==> config.mk <==
export PLATFORM = sky130hd
export DESIGN_NAME = mem_port_arbiter
export DESIGN_NICKNAME = d
export VERILOG_FILES = /design/src/rtl/mem_port_arbiter.sv
export SDC_FILE = /design/constraint.sdc
export NUM_CORES = 1
export LEC_CHECK = 0
export BUFFER_PORTS_ARGS = -buffer_cell sky130_fd_sc_hd__buf_2
export CAP_MARGIN = 20
export CORE_ASPECT_RATIO = 0.9
export CORE_MARGIN = 3
export CORE_UTILIZATION = 45
export CTS_BUF_LIST = sky130_fd_sc_hd__clkbuf_16
export CTS_CLUSTER_DIAMETER = 150
export DETAILED_ROUTE_END_ITERATION = 10
export MAX_ROUTING_LAYER = met4
export PLACE_DENSITY = 0.75
export SLEW_MARGIN = 20
export SYNTH_ARGS = -nofsm -noshare
export SYNTH_HDL_FRONTEND = slang
export SYNTH_SLANG_ARGS = --single-unit
==> constraint.sdc <==
create_clock -name clk -period 2.85 [get_ports clk]
set_input_delay 0 -clock clk [delete_from_list [all_inputs] [get_ports clk]]
set_output_delay 0 -clock clk [all_outputs]
set_load 0.05 [all_outputs]
==> src/rtl/mem_port_arbiter.sv <==
// Arbitrates the single-ported main memory between instruction fetch and the data path.
// Define ARB_RR_EN for round-robin arbitration; default is D priority with an IF starvation guard.
`timescale 1ns/1ps
module mem_port_arbiter #(
   parameter int ADDR_W     = 8,
   parameter int DATA_W     = 16,
   parameter int MEM_LAT    = 1,
   parameter int STARVE_MAX = 4
) (
   input  logic              clk,
   input  logic              rst_n,
   input  logic              if_req,
   input  logic [ADDR_W-1:0] if_addr,
   output logic              if_gnt,
   output logic              if_rvalid,
   output logic [DATA_W-1:0] if_rdata,
   input  logic              d_req,
   input  logic              d_we,
   input  logic [ADDR_W-1:0] d_addr,
   input  logic [DATA_W-1:0] d_wdata,
   output logic              d_gnt,
   output logic              d_rvalid,
   output logic [DATA_W-1:0] d_rdata,
   output logic              mem_en,
   output logic              mem_we,
   output logic [ADDR_W-1:0] mem_addr,
   output logic [DATA_W-1:0] mem_wdata,
   input  logic [DATA_W-1:0] mem_rdata,
   output logic              busy
);
   // state | meaning
   // IDLE  | no access in flight, arbitrate pending requests
   // ISSUE | mem_en high for one cycle, latency count running
   // WAIT  | remaining memory latency, mem_rdata sampled at terminal count
   typedef enum logic [1:0] {IDLE, ISSUE, WAIT} state_t;

   localparam int LW = (MEM_LAT < 2) ? 1 : $clog2(MEM_LAT + 1);

   state_t            state_q, state_n;
   logic [LW-1:0]     lat_q, lat_n;
   logic              win_d_q, win_d_n;
   logic              store_q, store_n;
   logic              pick_d;
   logic              if_gnt_n, if_rvalid_n, d_gnt_n, d_rvalid_n;
   logic              mem_en_n, mem_we_n, busy_n;
   logic [ADDR_W-1:0] mem_addr_n;
   logic [DATA_W-1:0] mem_wdata_n, if_rdata_n, d_rdata_n;

`ifdef ARB_RR_EN
   logic last_d_q, last_d_n;   // 0 = IF granted last, 1 = D granted last
   assign pick_d = d_req && (!if_req || !last_d_q);
`else
   localparam int SW = (STARVE_MAX < 2) ? 1 : $clog2(STARVE_MAX + 1);
   logic [SW-1:0] starve_q, starve_n;
   assign pick_d = d_req && (!if_req || (starve_q != SW'(STARVE_MAX)));
`endif

   always_comb begin
      state_n     = state_q;
      lat_n       = lat_q;
      win_d_n     = win_d_q;
      store_n     = store_q;
      if_gnt_n    = 1'b0;
      d_gnt_n     = 1'b0;
      if_rvalid_n = 1'b0;
      d_rvalid_n  = 1'b0;
      mem_en_n    = 1'b0;
      mem_we_n    = 1'b0;
      mem_addr_n  = mem_addr;
      mem_wdata_n = mem_wdata;
      if_rdata_n  = if_rdata;
      d_rdata_n   = d_rdata;
`ifdef ARB_RR_EN
      last_d_n    = last_d_q;
`else
      starve_n    = starve_q;
`endif
      case (state_q)
         IDLE: begin
            if (if_req || d_req) begin
               state_n  = ISSUE;
               lat_n    = LW'(MEM_LAT);
               win_d_n  = pick_d;
               mem_en_n = 1'b1;
`ifdef ARB_RR_EN
               last_d_n = pick_d;
`endif
               if (pick_d) begin
                  d_gnt_n     = 1'b1;
                  store_n     = d_we;
                  mem_we_n    = d_we;
                  mem_addr_n  = d_addr;
                  mem_wdata_n = d_wdata;
`ifndef ARB_RR_EN
                  if (!if_req)
                     starve_n = '0;
                  else if (starve_q != SW'(STARVE_MAX))
                     starve_n = starve_q + 1'b1;
`endif
               end else begin
                  if_gnt_n   = 1'b1;
                  store_n    = 1'b0;
                  mem_addr_n = if_addr;
`ifndef ARB_RR_EN
                  starve_n   = '0;
`endif
               end
            end
         end
         ISSUE, WAIT: begin
            if (lat_q == LW'(1)) begin
               state_n = IDLE;
               lat_n   = '0;
               if (win_d_q) begin
                  d_rvalid_n = 1'b1;
                  if (!store_q)
                     d_rdata_n = mem_rdata;
               end else begin
                  if_rvalid_n = 1'b1;
                  if_rdata_n  = mem_rdata;
               end
            end else begin
               state_n = WAIT;
               lat_n   = lat_q - 1'b1;
            end
         end
         default: state_n = IDLE;
      endcase
      busy_n = (state_n != IDLE);
   end

   always_ff @(posedge clk) begin
      if (!rst_n) begin
         state_q   <= IDLE;
         lat_q     <= '0;
         win_d_q   <= 1'b0;
         store_q   <= 1'b0;
         if_gnt    <= 1'b0;
         d_gnt     <= 1'b0;
         if_rvalid <= 1'b0;
         d_rvalid  <= 1'b0;
         if_rdata  <= '0;
         d_rdata   <= '0;
         mem_en    <= 1'b0;
         mem_we    <= 1'b0;
         mem_addr  <= '0;
         mem_wdata <= '0;
         busy      <= 1'b0;
`ifdef ARB_RR_EN
         last_d_q  <= 1'b0;
`else
         starve_q  <= '0;
`endif
      end else begin
         state_q   <= state_n;
         lat_q     <= lat_n;
         win_d_q   <= win_d_n;
         store_q   <= store_n;
         if_gnt    <= if_gnt_n;
         d_gnt     <= d_gnt_n;
         if_rvalid <= if_rvalid_n;
         d_rvalid  <= d_rvalid_n;
         if_rdata  <= if_rdata_n;
         d_rdata   <= d_rdata_n;
         mem_en    <= mem_en_n;
         mem_we    <= mem_we_n;
         mem_addr  <= mem_addr_n;
         mem_wdata <= mem_wdata_n;
         busy      <= busy_n;
`ifdef ARB_RR_EN
         last_d_q  <= last_d_n;
`else
         starve_q  <= starve_n;
`endif
      end
   end
endmodule

==> flow_summary_export.csv <==
group,metric,value,unit
flow_run,maxCapViolations,0,
floorplanning,start_util,0.483,
synth,synth_cells,326,
power,power.switching,1.03,mW
timing,setup_violations,0,
min_path,hold_class,"input pin to flip-flop",
final_layout,drive_above_1_share,0.272,
synth,synth.distinct_cells,35,
synth,netlist_area,2850,sq um
timing,min_period,2.18,ns
floorplanning,die_w,89.8,um
setup_path,worstPathArrival,2.43,ns
detailed_routing,post_drt_via_cell_ratio,4.90,
timing,relSlewSlack,0.308,
synth,syn_avg_cell_area,8.73,sq um
setup_path,crit_fanout,14,
power,swShare,0.338,
global_routing,antenna_found_initial,0,
synth,synth_warnings,0,
clock_tree,cts_resized,0,
global_routing,gr-total-overflow,0,
global_routing,groute.layer.met3.usage,0.0485,
clock_tree,clockBufferDepth,2,
placed_design,placed_cells,501,
synth,syn_nets,383,
power,pwr-share-seq,0.383,
final_layout,fin_nets,528,
timing,finalMaxSlewViolations,0,
setup_path,crit_chain,"inv_1 -> ha_1 -> o21ai_1 -> a31oi_1 -> a21oi_1 -> dlygate4sd3_1",
setup_path,cp-start-kind,"flip-flop",
setup_path,path_class,"flip-flop to flip-flop",
timing,clock_skew,0.00598,ns
detailed_routing,drt_pass1_iterations,5,
floorplanning,io_pins,116,
timing,fin_setup_tns,0,ns
floorplanning,dieArea,7320,sq um
final_layout,diodes,0,
synth,synth_seq_cells,71,
clock_tree,insertion_delay,0.32,ns
placed_design,place_area,3410,sq um
setup_path,critPathCaptureType,"flip-flop",
placed_design,finalWeightedCongestion,0.771,
detailed_routing,vias,2732,
setup_path,path_delay_family,"compound AO/OA/AOI/OAI gates",
power,ir_drop,456,uV
clock_tree,cts_tree,"yes",
detailed_routing,postRouteAntennaNets,0,
detailed_routing,drt-wirelength-per-cell,13.1,um
setup_path,slowest_delay,0.58,ns
floorplanning,die_h,81.5,um
global_routing,grt_max_degree,52,
global_routing,grt_pass1_wl,11.9,mm
timing,hold_viol,0,
clock_tree,root_buffer,"clkbuf_16",
global_routing,grt_pass1_vias,2694,
clock_tree,post_cts_buffers,0,
synth,yosysSeqAreaShare,0.499,
status,status,"finished clean",
final_layout,area_growth,44.3,%
detailed_routing,drt_iter0_markers,149,
clock_tree,cts_made_buffers,9,
power,clkPwrFrac,0.333,
clock_tree,cts_sinks,71,
global_routing,gr-usage-all-layers,0.206,
setup_path,cp.required,3.10,ns
final_layout,final_util,0.697,
clock_tree,clk_pin_slew,0.05,ns
timing,fmax,459,MHz
timing,hold_ws,0.0115,ns
clock_tree,htreeDepth,3,
floorplanning,coreArea,5890,sq um
timing,fin_crit_sh,0.764,
placed_design,io_buffer_count,115,
power,p_comb_frac,0.284,
detailed_routing,route.detailed.drc,0,
global_routing,grt_busiest_layer,"met2",
power,p_int,2.02,mW
global_routing,use_met1,0.233,
timing,tightest_slew,1.03,ns
global_routing,use_met2,0.363,
final_layout,stdcell_count,558,
power,p_per_area,743,nW/um^2
setup_path,critPathSlowestCell,"o21ai_1",
floorplanning,rows,26,
final_layout,stdcell_area,4110,sq um
placed_design,hpwl,4.56,mm
setup_path,path_buf_inv,2,
timing,rsz0062_at_grt,"false",
detailed_routing,totalWireLength,7.29,mm
power,p_leak,1.90,nW
-- metal layers --
layer  vias to the layer above  share of wire
li1                       1381              -
met2                       102           0.49
met5                         -              0
met1                      1237           0.43
met3                        12          0.067
met4                         0          0.015
-- placed cells by master, fill, tap and decap left out --
master / n
o21ai_1: 8
and4_1: 1
nand3_4: 1
and4b_1: 1
o211ai_1: 1
dlygate4sd3_1: 43
bufinv_16: 1
nor2_1: 3
a21boi_1: 35
dfxtp_1: 71
o21a_1: 1
mux2i_1: 16
and2_1: 1
buf_4: 1
and3_1: 2
a31oi_1: 9
o31ai_1: 1
a41o_1: 1
nand4b_2: 1
nand4_1: 1
and3_4: 1
a22oi_1: 1
ha_1: 4
clkinv_1: 1
nand3b_1: 1
nand3_1: 4
nand2b_1: 2
a21oi_1: 10
clkbuf_16: 9
o21ai_0: 11
inv_1: 10
buf_2: 115
nor3b_1: 2
nor3_1: 1
and3b_1: 2
nand2_1: 101
-- cell families (layout without fill, tap and decap cells) --
group                      after synthesis  after routing  share of synthesized area
DFF                                     71             71                      0.499
muxes                                   16             16                     0.0563
adders and majority gates                4              4                     0.0176
buffers and inverters                   32            180                     0.0545
and+or+nand+nor                        125            125                      0.195
AOI/OAI and AO/OA                       78             78                      0.177
-- worst register-to-register path, cell delays in order (launching register included) --
cell	delay, ns
dfxtp_1	0.35
inv_1	0.05
ha_1	0.29
o21ai_1	0.58
a31oi_1	0.08
a21oi_1	0.20
dlygate4sd3_1	0.57
-- power by group through the flow --
| stage | Combinational, mW | Sequential [mW] | Clock (mW) |
|---|---|---|---|
| global placement | 0.803 | 1.18 | 0 |
| CTS | 0.868 | 1.17 | 1.04 |
| detailed placement | 0.814 | 1.19 | 0 |
| finish | 0.867 | 1.17 | 1.02 |
| global route | 0.928 | 1.18 | 1.08 |
| floorplan | 0.318 | 1.51 | 0 |
-- flip-flops by register name, summed over array words and instances, names as in the netlist, 2 cells and up --
name       cells
d_rdata       16
starve_q       3
mem_wdata     16
mem_addr       8
if_rdata      16
state_q        2
-- final cells by class --
class / count / area (sq um)
well taps: 84 / 105
multi-input cells: 223 / 1270
clock buffers: 9 / 225
fillers: 456 / 1780
flip-flops and latches: 71 / 1420
clock inverters: 5 / 45.0
inverters: 7 / 26.3
repair buffers: 159 / 1010
-- per-stage QoR --
step                setup WS (ns)  total power, mW
CTS                         0.726             3.08
detailed placement           1.10             2.00
finish                      0.672             3.05
floorplan                    1.33             1.83
global route                0.542             3.19
global placement             1.13             1.99
-- timing repair --
item | 4_1_cts | 5_1_grt
setup endpoints to repair | 0 | 0
hold buffers | 43 | 0
endpoints found under the hold margin | 58 | 0
-- Yosys cell counts, drive strengths merged --
| library cell | n | area share |
|---|---|---|
| a31oi | 9 | 0.020 |
| o31ai | 1 | 0.0026 |
| o21a | 1 | 0.0026 |
| o21ai | 19 | 0.033 |
| and3 | 3 | 0.0084 |
| nand3b | 1 | 0.0026 |
| nand4 | 1 | 0.0022 |
| ha | 4 | 0.018 |
| nor2 | 3 | 0.0040 |
| clkbuf | 8 | 0.011 |
| and4 | 1 | 0.0031 |
| and4b | 1 | 0.0035 |
| mux2i | 16 | 0.056 |
| a22oi | 1 | 0.0026 |
| dfxtp | 71 | 0.50 |
| nand2 | 101 | 0.13 |
| nand2b | 2 | 0.0044 |
| and3b | 2 | 0.0062 |
| and2 | 1 | 0.0022 |
| a41o | 1 | 0.0035 |
| o211ai | 1 | 0.0026 |
| a21oi | 10 | 0.018 |
| nand4b | 1 | 0.0053 |
| buf | 17 | 0.035 |
| a21boi | 35 | 0.092 |
| inv | 7 | 0.0092 |
| nor3 | 1 | 0.0018 |
| nor3b | 2 | 0.0053 |
| nand3 | 5 | 0.013 |
-- path summary, 6_finish.rpt --
kind | start | end | slack (ns) | cells after the start
min | d_addr[4] | mem_addr[4] | 0.01 | 3
min reg2reg | if_rdata[1] | if_rdata[1] | 0.45 | 2
max | state_q[0] | mem_addr[2] | 0.67 | 6
max reg2reg | state_q[0] | mem_addr[2] | 0.67 | 6
Power figures use the tool's default switching activity.
